==> src/rtl/alu_ctrl.sv <==
// Command sequencer in front of the combinational ALU: 8x16 register file, operand issue, result writeback.
// Optional build macro ALU_CTRL_ZERO_R0_EN makes register 0 a hard-wired zero.
module alu_ctrl #(
  parameter int ALU_LAT = 1
) (
  input  logic        clk,
  input  logic        rst,
  input  logic        cmd_valid,
  output logic        cmd_ready,
  input  logic        cmd_mode,
  input  logic [2:0]  cmd_opcode,
  input  logic [2:0]  cmd_ra,
  input  logic [2:0]  cmd_rb,
  input  logic [2:0]  cmd_rd,
  input  logic        ld_valid,
  input  logic [2:0]  ld_addr,
  input  logic [15:0] ld_data,
  output logic [15:0] alu_a,
  output logic [15:0] alu_b,
  output logic [2:0]  alu_opcode,
  output logic        alu_mode,
  input  logic [31:0] alu_result,
  input  logic        alu_za,
  input  logic        alu_zb,
  input  logic        alu_eq,
  input  logic        alu_gt,
  input  logic        alu_lt,
  output logic        rsp_valid,
  input  logic        rsp_ready,
  output logic [31:0] rsp_result,
  output logic [4:0]  rsp_flags,
  output logic [15:0] hi_reg,
  input  logic [2:0]  dbg_addr,
  output logic [15:0] dbg_data
);

  localparam logic [1:0] CNT_LAST = 2'(ALU_LAT - 1);

  typedef enum logic [1:0] {IDLE, EXEC, RESP} state_t;

  state_t      state;
  logic [1:0]  cnt_p0;
  logic [2:0]  rd_p0;
  logic [15:0] rf [8];

  function automatic logic [15:0] rf_read(input logic [2:0] idx);
`ifdef ALU_CTRL_ZERO_R0_EN
    return (idx == 3'd0) ? 16'h0000 : rf[idx];
`else
    return rf[idx];
`endif
  endfunction

  function automatic logic rf_wr_ok(input logic [2:0] idx);
`ifdef ALU_CTRL_ZERO_R0_EN
    return idx != 3'd0;
`else
    return (idx == idx);
`endif
  endfunction

  assign cmd_ready = (state == IDLE) && !rst;
  assign rsp_valid = (state == RESP);
  assign dbg_data  = rf_read(dbg_addr);

  always_ff @(posedge clk) begin
    if (rst) begin
      state      <= IDLE;
      cnt_p0     <= '0;
      rd_p0      <= '0;
      alu_a      <= '0;
      alu_b      <= '0;
      alu_opcode <= '0;
      alu_mode   <= 1'b0;
      rsp_result <= '0;
      rsp_flags  <= '0;
      hi_reg     <= '0;
      for (int i = 0; i < 8; i++) rf[i] <= '0;
    end else begin
      // Load port first so a same-cycle writeback to the same index overrides it.
      if (ld_valid && rf_wr_ok(ld_addr)) rf[ld_addr] <= ld_data;
      case (state)
        // Issue stage: operands are captured from the register file at accept.
        IDLE: begin
          if (cmd_valid) begin
            alu_a      <= rf_read(cmd_ra);
            alu_b      <= rf_read(cmd_rb);
            alu_opcode <= cmd_opcode;
            alu_mode   <= cmd_mode;
            rd_p0      <= cmd_rd;
            cnt_p0     <= '0;
            state      <= EXEC;
          end
        end
        // Execute stage: ALU inputs held for ALU_LAT cycles, then result sampled.
        EXEC: begin
          if (cnt_p0 == CNT_LAST) begin
            rsp_result <= alu_result;
            rsp_flags  <= {alu_za, alu_zb, alu_eq, alu_gt, alu_lt};
            hi_reg     <= alu_result[31:16];
            if (rf_wr_ok(rd_p0)) rf[rd_p0] <= alu_result[15:0];
            state      <= RESP;
          end else begin
            cnt_p0 <= cnt_p0 + 2'd1;
          end
        end
        // Response stage: result and flags held until the consumer takes them.
        RESP: begin
          if (rsp_ready) state <= IDLE;
        end
        default: state <= IDLE;
      endcase
    end
  end

endmodule
==> config.mk <==
export PLATFORM = sky130hd
export DESIGN_NAME = alu_ctrl
export DESIGN_NICKNAME = d
export VERILOG_FILES = /design/src/rtl/alu_ctrl.sv
export SDC_FILE = /design/constraint.sdc
export NUM_CORES = 1
export LEC_CHECK = 0
export CAP_MARGIN = 20
export CORE_ASPECT_RATIO = 0.9
export CORE_MARGIN = 4
export CORE_UTILIZATION = 45
export DETAILED_ROUTE_END_ITERATION = 12
export DONT_BUFFER_PORTS = 1
export GPL_TIMING_DRIVEN = 0
export PLACE_DENSITY_LB_ADDON = 0.2
export SLEW_MARGIN = 20
export SYNTH_ARGS = -nofsm -noshare
export SYNTH_HDL_FRONTEND = slang
export SYNTH_SLANG_ARGS = --single-unit
==> constraint.sdc <==
create_clock -name clk -period 6.53 [get_ports clk]
set_input_delay 1.306 -clock clk [delete_from_list [all_inputs] [get_ports clk]]
set_output_delay 1.306 -clock clk [all_outputs]
set_load 0.01 [all_outputs]
==> results.ini <==
[synthesis]
syn_area_um2=11900
synth_xor_area_frac=0
synth_adder_area_share=0.00105
yosysWarningCount=0
synth_compound_area_frac=0.129
synthesis.area_per_instance_um2=9.36
yosysSeqAreaShare=0.457
synth_cell_types=37
synth.top_cells.by_area=edfxtp_1 32%, dfxtp_1 13%, nand2_1 11%
postSynthCellCount=1271
synth_top_family_by_area=multiplexers
synth_area_leader_cell=edfxtp_1
synth_nets=1349
synthMuxAreaShare=0.185
yosysTopAreaCellShare=0.323
synth_simple_gate_area_frac=0.169
ys_seq_elements=208

[cts]
root_buffer=clkbuf_16
cts_tree=yes
htree_num_levels=1
cts_buffer_depth=3
path_clk_slew_ps=60
cts_hold_buffers=0
clk_latency_ps=530
cts_buffers=23
cts_sinks=208
ctsResizeCount=0
cts_setup_buffers=0

[flow_run]
maxCapViolCount=0

[critical_path]
crit_arrival_ps=2910
crit_fanout=10
required_ps=5220
path_class=input port to primary output
endpoint_kind=primary output
r2r_slack_ps=3980
worstSetupStartpointType=input port

[finish]
regArea_um2=5450
multiInputGateArea_um2=5760
final.fill_count=2403
regMostFlops=rf
fin_nets=1374
largest_reg_flops=128
layout_commonest_cell=nand2_1
syn_to_final_growth_pct=10.1
diodes=0
drive_gt1_frac=0.135
reg.largest.list=rf (128), rsp_result (31)
final_cell_mix=348 x nand2_1, 129 x mux2i_1, 128 x edfxtp_1, 87 x o21ai_0, 80 x dfxtp_1
stdcell_area_um2=13100

[power_and_ir_drop]
p_per_area_nw_per_um2=253
vdd_drop_max_mv=0.171
p_leak_nw=4.74

[floorplanning]
chipWidth_um=179
io_pins=184
start_util=0.457
fp.dieArea_um2=29100
row_count=56
die_y_um=162
core_area_um2=26100

[global_routing]
overflow=0
antenna_found_initial=0
grt_max_degree=17
grt_pass1_wl_mm=60.5
grt_pass1_vias=9397
grt_usage=0.269

[routing]
wl_per_cell_um=24.5
wl_mm=40.7
vias=9990
dr.first_iter.drc_count=1373
drc_errors=0
ant_nets=0
post_drt_via_cell_ratio=6.01
dr.pass1.iters=6

[sta]
clock-skew-final_ps=14.6
fin_ws_ps=2320
rsz0062_at_grt=no
drv_slew=0
min_period_ps=4210
clock.fmax_mhz=237
period_share=0.645
worst_pin_slew_ps=786
hold_viol_final=0
setup-tns-final_ps=0
relSlewSlack=0.476
setup_viol=0

[placed_design]
portBuffers=0
gp_congestion=1.00
place_ws_ps=2280
placedInstanceArea_um2=12300
dpl.hpwl_mm=32.2

[outcome]
outcome=finished clean

[min_path]
hp-class=flip-flop to flip-flop

worst paths after layout:
path	startpoint	end	cells past startpoint
worst max register to register	cnt_p0[0]$_SDFFE_PP0P_	rf[3][13]$_DFFE_PP_	6
worst max-delay path	dbg_addr[0]	dbg_data[4]	4
worst min register to register	alu_opcode[2]$_SDFFE_PP0P_	alu_opcode[2]$_SDFFE_PP0P_	2
worst min-delay path	alu_opcode[2]$_SDFFE_PP0P_	alu_opcode[2]$_SDFFE_PP0P_	2
report_power, final:
group / total, W / internal (W) / switching [W]
registers: 0.00158 / 0.00147 / 0.000102
logic: 0.000413 / 0.000153 / 0.000260
clock network: 0.00133 / 0.000785 / 0.000543
cells in the mapped netlist (all sizes together):
master     n
nand2    348
mux2i    129
edfxtp   128
o21ai    128
buf       80
dfxtp     80
a21oi     77
a22oi     66
clkbuf    65
nor2      42
nor3      42
mux4      32
mux2      17
or3        8
inv        5
nor2b      5
nor4       5
and2       3
nand2b     3
a22o       1
ha         1
nand3      1
nand3b     1
nand4bb    1
o21bai     1
or2        1
or3b       1
final cells by class:
type                    count  area share
plain buffers             145      0.0518
clock buffers              31      0.0500
clock inverters            11     0.00878
inverters                   5     0.00143
multi-input cells         913       0.439
flip-flops and latches    208       0.415
well taps                 348      0.0332
cell families (layout without fill, tap and decap cells):
family / count (synthesis) / count (layout)
simple gates: 461 / 461
buf+inv: 150 / 192
compound gates: 273 / 273
fa+ha+maj: 1 / 1
flops: 208 / 208
mux: 178 / 178
critical path: stages:
cell	delay (ps)
clkbuf_1	260
buf_2	410
mux4_2	570
mux2_2	350
routing by layer:
layer  wire length, um  vias to the layer above  track usage
met4               958                        0       0.0585
met2             17500                      618        0.406
met1             17100                     4774        0.385
li1                  -                     4528            -
met5                 0                        -            0
met3              5230                       70       0.0824
through the flow:
stage	util	cells	hold slack, ps	power [W]
finish	0.503	1661	500	0.00332
global route	0.503	1661	518	0.00342
CTS	0.503	1661	505	0.00331
detailed placement	0.473	1619	491	0.00200
global placement	0.473	1619	481	0.00200
floorplan	-	1271	465	0.00186
Power figures use the tool's default switching activity.
==> patch 1: new RTL, same settings <==
Build with the macro `ALU_CTRL_ZERO_R0_EN` defined.
--- a/src/rtl/alu_ctrl.sv
+++ b/src/rtl/alu_ctrl.sv
@@ -1,4 +1,6 @@
 // Command sequencer in front of the combinational ALU: 8x16 register file, operand issue, result writeback.
 // Optional build macro ALU_CTRL_ZERO_R0_EN makes register 0 a hard-wired zero.
+`define ALU_CTRL_ZERO_R0_EN
+
 module alu_ctrl #(
   parameter int ALU_LAT = 1
Check against the original RTL: not equivalent (a bounded check fails within 4 cycles, from zero or initial values and one cycle with rst high).
==> patch 1 against the original RTL <==
Setup slack better by 0.067 ns. Die area down 7.8%. Area after synthesis down 8.2%. Power down 14%. Design area down 9.5%. Sequential power down 8%. Routed wire length down 14%. Critical path depth up 2. Worst hold slack better by 0.0062 ns. Clock skew up 0.0021 ns. Sequential cell count down 16. Critical path type unchanged. Largest power group unchanged.
==> patch 1: results <==
[logic_synthesis]
synth-seq-cells = 192
ys_top_cells_by_area = edfxtp_1 (31%), dfxtp_1 (15%), nand2_1 (11%), mux2i_1 (7.3%), o21ai_0 (4.2%)
synth_cell_types = 44
ys_top_cells_by_count = nand2_1 (324), edfxtp_1 (112), o21ai_0 (92), dfxtp_1 (80), mux2i_1 (80)
synth_top_area_frac = 0.3079
synth-compound-area-share = 0.1491
yosysSeqAreaShare = 0.4545
synth_fa_ha_area_frac = 0.001145

[grt]
use_met1 = 0.3843
grt_pass1_vias = 8577
grt_max_degree = 20
grt_usage = 0.2593
use_met3 = 0.06182

[die]
fp.dieArea_um2 = 26840

[min_path]
min_to = alu_opcode[0]
hp-start = alu_opcode[0]

[power]
pwr-share-seq = 0.509
combinationalPower_mw = 0.369
leakage_nw = 4.247

[placed_design]
placed_area_um2 = 11300
dpl.hpwl_um = 28500
gp_congestion = 0.9811

[status]
outcome = completed

[cells_and_area]
layout.area.seq_um2 = 4965
drive_gt1_frac = 0.1574
n_all_inverters = 20
n_fill_cell = 2162
multi_input_comb_cells = 851
buffers = 125
reg_top3 = rf: 112 flops, rsp_result: 32 flops
clkbuf_count = 18

[clock_network]
clkLatencyLatePin_ns = 0.45
cts.htree.levels = 4
clock_path_buffers = 2
cts-buffers-inserted = 17

[setup_path]
crit_family = buffers and inverters
r2r_end = rf[7][13]
ff2ff_setup_slack_ns = 4.10
crit_slowest_cell = a21oi_1

[route]
num_vias = 9073
drt_iter0_drc = 772
met1_length_um = 15280
met2_length_um = 15620
met3_length_um = 3909
wire_per_inst_um = 23.10
dr.pass1.iters = 7

[sta]
relSlewSlack = 0.4865
-- patch 1: metrics by stage --
step | utilization | std cells | hold WS [ns] | worst slack [ns]
2_1_floorplan | - | 1188 | 0.4669 | 2.786
3_3_place_gp | 0.4787 | 1490 | 0.4808 | 2.398
3_5_place_dp | 0.4787 | 1490 | 0.4978 | 2.413
4_1_cts | 0.5028 | 1522 | 0.5078 | 2.406
5_1_grt | 0.5028 | 1522 | 0.5306 | 2.298
6_report | 0.5028 | 1522 | 0.5062 | 2.385
-- patch 1: worst max path at each step --
stage                     slack [ns]           end        start
final                           2.39  dbg_data[12]  dbg_addr[1]
after global routing            2.30  dbg_data[14]  dbg_addr[1]
after CTS                       2.41  dbg_data[15]  dbg_addr[1]
after detailed placement        2.41  dbg_data[15]  dbg_addr[1]
after global placement          2.40  dbg_data[15]  dbg_addr[1]
after floorplan                 2.79  dbg_data[10]  dbg_addr[0]
==> patch 2: new RTL, same flow settings <==
Without the edit above. Register the output `dbg_data`, with the module's reset; this adds one clock of latency there. The other outputs are not delayed to match.
--- a/src/rtl/alu_ctrl.sv
+++ b/src/rtl/alu_ctrl.sv
@@ -62,5 +62,11 @@
   assign cmd_ready = (state == IDLE) && !rst;
   assign rsp_valid = (state == RESP);
-  assign dbg_data  = rf_read(dbg_addr);
+  always_ff @(posedge clk) begin
+    if (rst) begin
+      dbg_data <= '0;
+    end else begin
+      dbg_data <= rf_read(dbg_addr);
+    end
+  end
 
   always_ff @(posedge clk) begin
Formal check against the unedited RTL: not equivalent (Yosys sat finds a counterexample within 4 cycles, from zero or initial values and one cycle with rst high).
==> patch 2 against the original RTL <==
Setup slack got worse by 0.0095 ns. Non-clock buffer count rose by 2. Via count fell by 0.28%. First-iteration DRC count fell by 18%. Routed wire length fell by 0.54%. Design area rose by 3.6%. Cell count rose by 2.8%. Clock skew rose by 0.0033 ns. Power rose by 8.1%. Utilization rose by 0.22 points. Area after synthesis rose by 2.9%. Sequential cell count rose by 16. Highest routed layer unchanged.
==> patch 2: results <==
[placed_design]
dpl.cell_count = 1659
dpl.hpwl_um = 31080

[route]
met2_length_um = 16500
vias_per_cell = 5.836
drt-total-wl_um = 40510
dr.pass1.iters = 5
met1_length_um = 17660
met3_length_um = 5226
drt_iter0_drc = 1126
num_vias = 9962
dr.max_layer_used = met4

[grt]
grt_pass1_wl_um = 59180
use_met1 = 0.3790
met2_usage = 0.3725
grt_pass1_vias = 9385
use_met3 = 0.08082

[clock_network]
cts-buffers-inserted = 26
clkLatencyLatePin_ns = 0.55

[cells_and_area]
drive_gt1_frac = 0.1242

[power]
leakage_nw = 4.985
vdd_drop_max_v = 0.0001824

[status]
outcome = completed

[logic_synthesis]
ys_top_cells_by_area = edfxtp_1 (31%), dfxtp_1 (16%), mux2i_1 (12%), nand2_1 (11%), mux4_2 (5.9%)
synth_nets = 1383
synth_cell_types = 36
netlist_instances = 1305
ys_top_cells_by_count = nand2_1 (348), mux2i_1 (145), edfxtp_1 (128), dfxtp_1 (96), o21ai_0 (91)
yosysSeqAreaShare = 0.4706

[setup_path]
cpPeakStageDelay_ns = 0.60
crit_slowest_cell = clkbuf_1

[sta]
fin_skew_ns = 0.01793
patch 2: cell type report:
class	instances	area, um2
inverters	5	18.77
fillers	2478	13310
well taps	354	442.9
plain buffers	147	689.4
flip-flops and latches	224	5766
multi-input cells	929	5777
clock buffers	34	690.7
clock inverters	14	196.4
patch 2: final timing paths:
path	from	slack (ns)	cells past startpoint	to
worst max-delay path	rst	2.31	4	cmd_ready
worst min-delay path	alu_opcode[1]	0.50	2	alu_opcode[1]
worst max register to register	cnt_p0[0]	3.95	6	rf[5][8]
worst min register to register	alu_opcode[1]	0.50	2	alu_opcode[1]
patch 2: through the flow:
| step | worst slack [ns] | power [mW] | area [um2] |
|---|---|---|---|
| after detailed placement | 2.363 | 2.104 | 12690 |
| after CTS | 2.358 | 3.601 | 13580 |
| final | 2.309 | 3.587 | 13580 |
| after global routing | 2.241 | 3.705 | 13580 |
| after floorplan | 3.046 | 1.962 | 12250 |
| after global placement | 2.353 | 2.097 | 12690 |
patch 2: kinds of logic (layout without fill, tap and decap cells):
kind of cell | Yosys count | after routing | synth area share
adders and majority gates | 1 | 1 | 0.001021
DFF | 224 | 224 | 0.4706
and+or+nand+nor | 477 | 477 | 0.1668
muxes | 178 | 178 | 0.1782
AOI/OAI and AO/OA | 273 | 273 | 0.1255
buffers and inverters | 152 | 200 | 0.05781
patch 2: report_power, final:
group	internal (mW)	switching [mW]	total, mW
sequential	1.58	0.102	1.68
combinational	0.151	0.252	0.403
clock	0.908	0.594	1.50
patch 2: critical path, delay by kind of cell:
| kind | cells | cell delay (ns) |
|---|---|---|
| and+or+nand+nor | 1 | 0.18 |
| buffers and inverters | 3 | 1.41 |
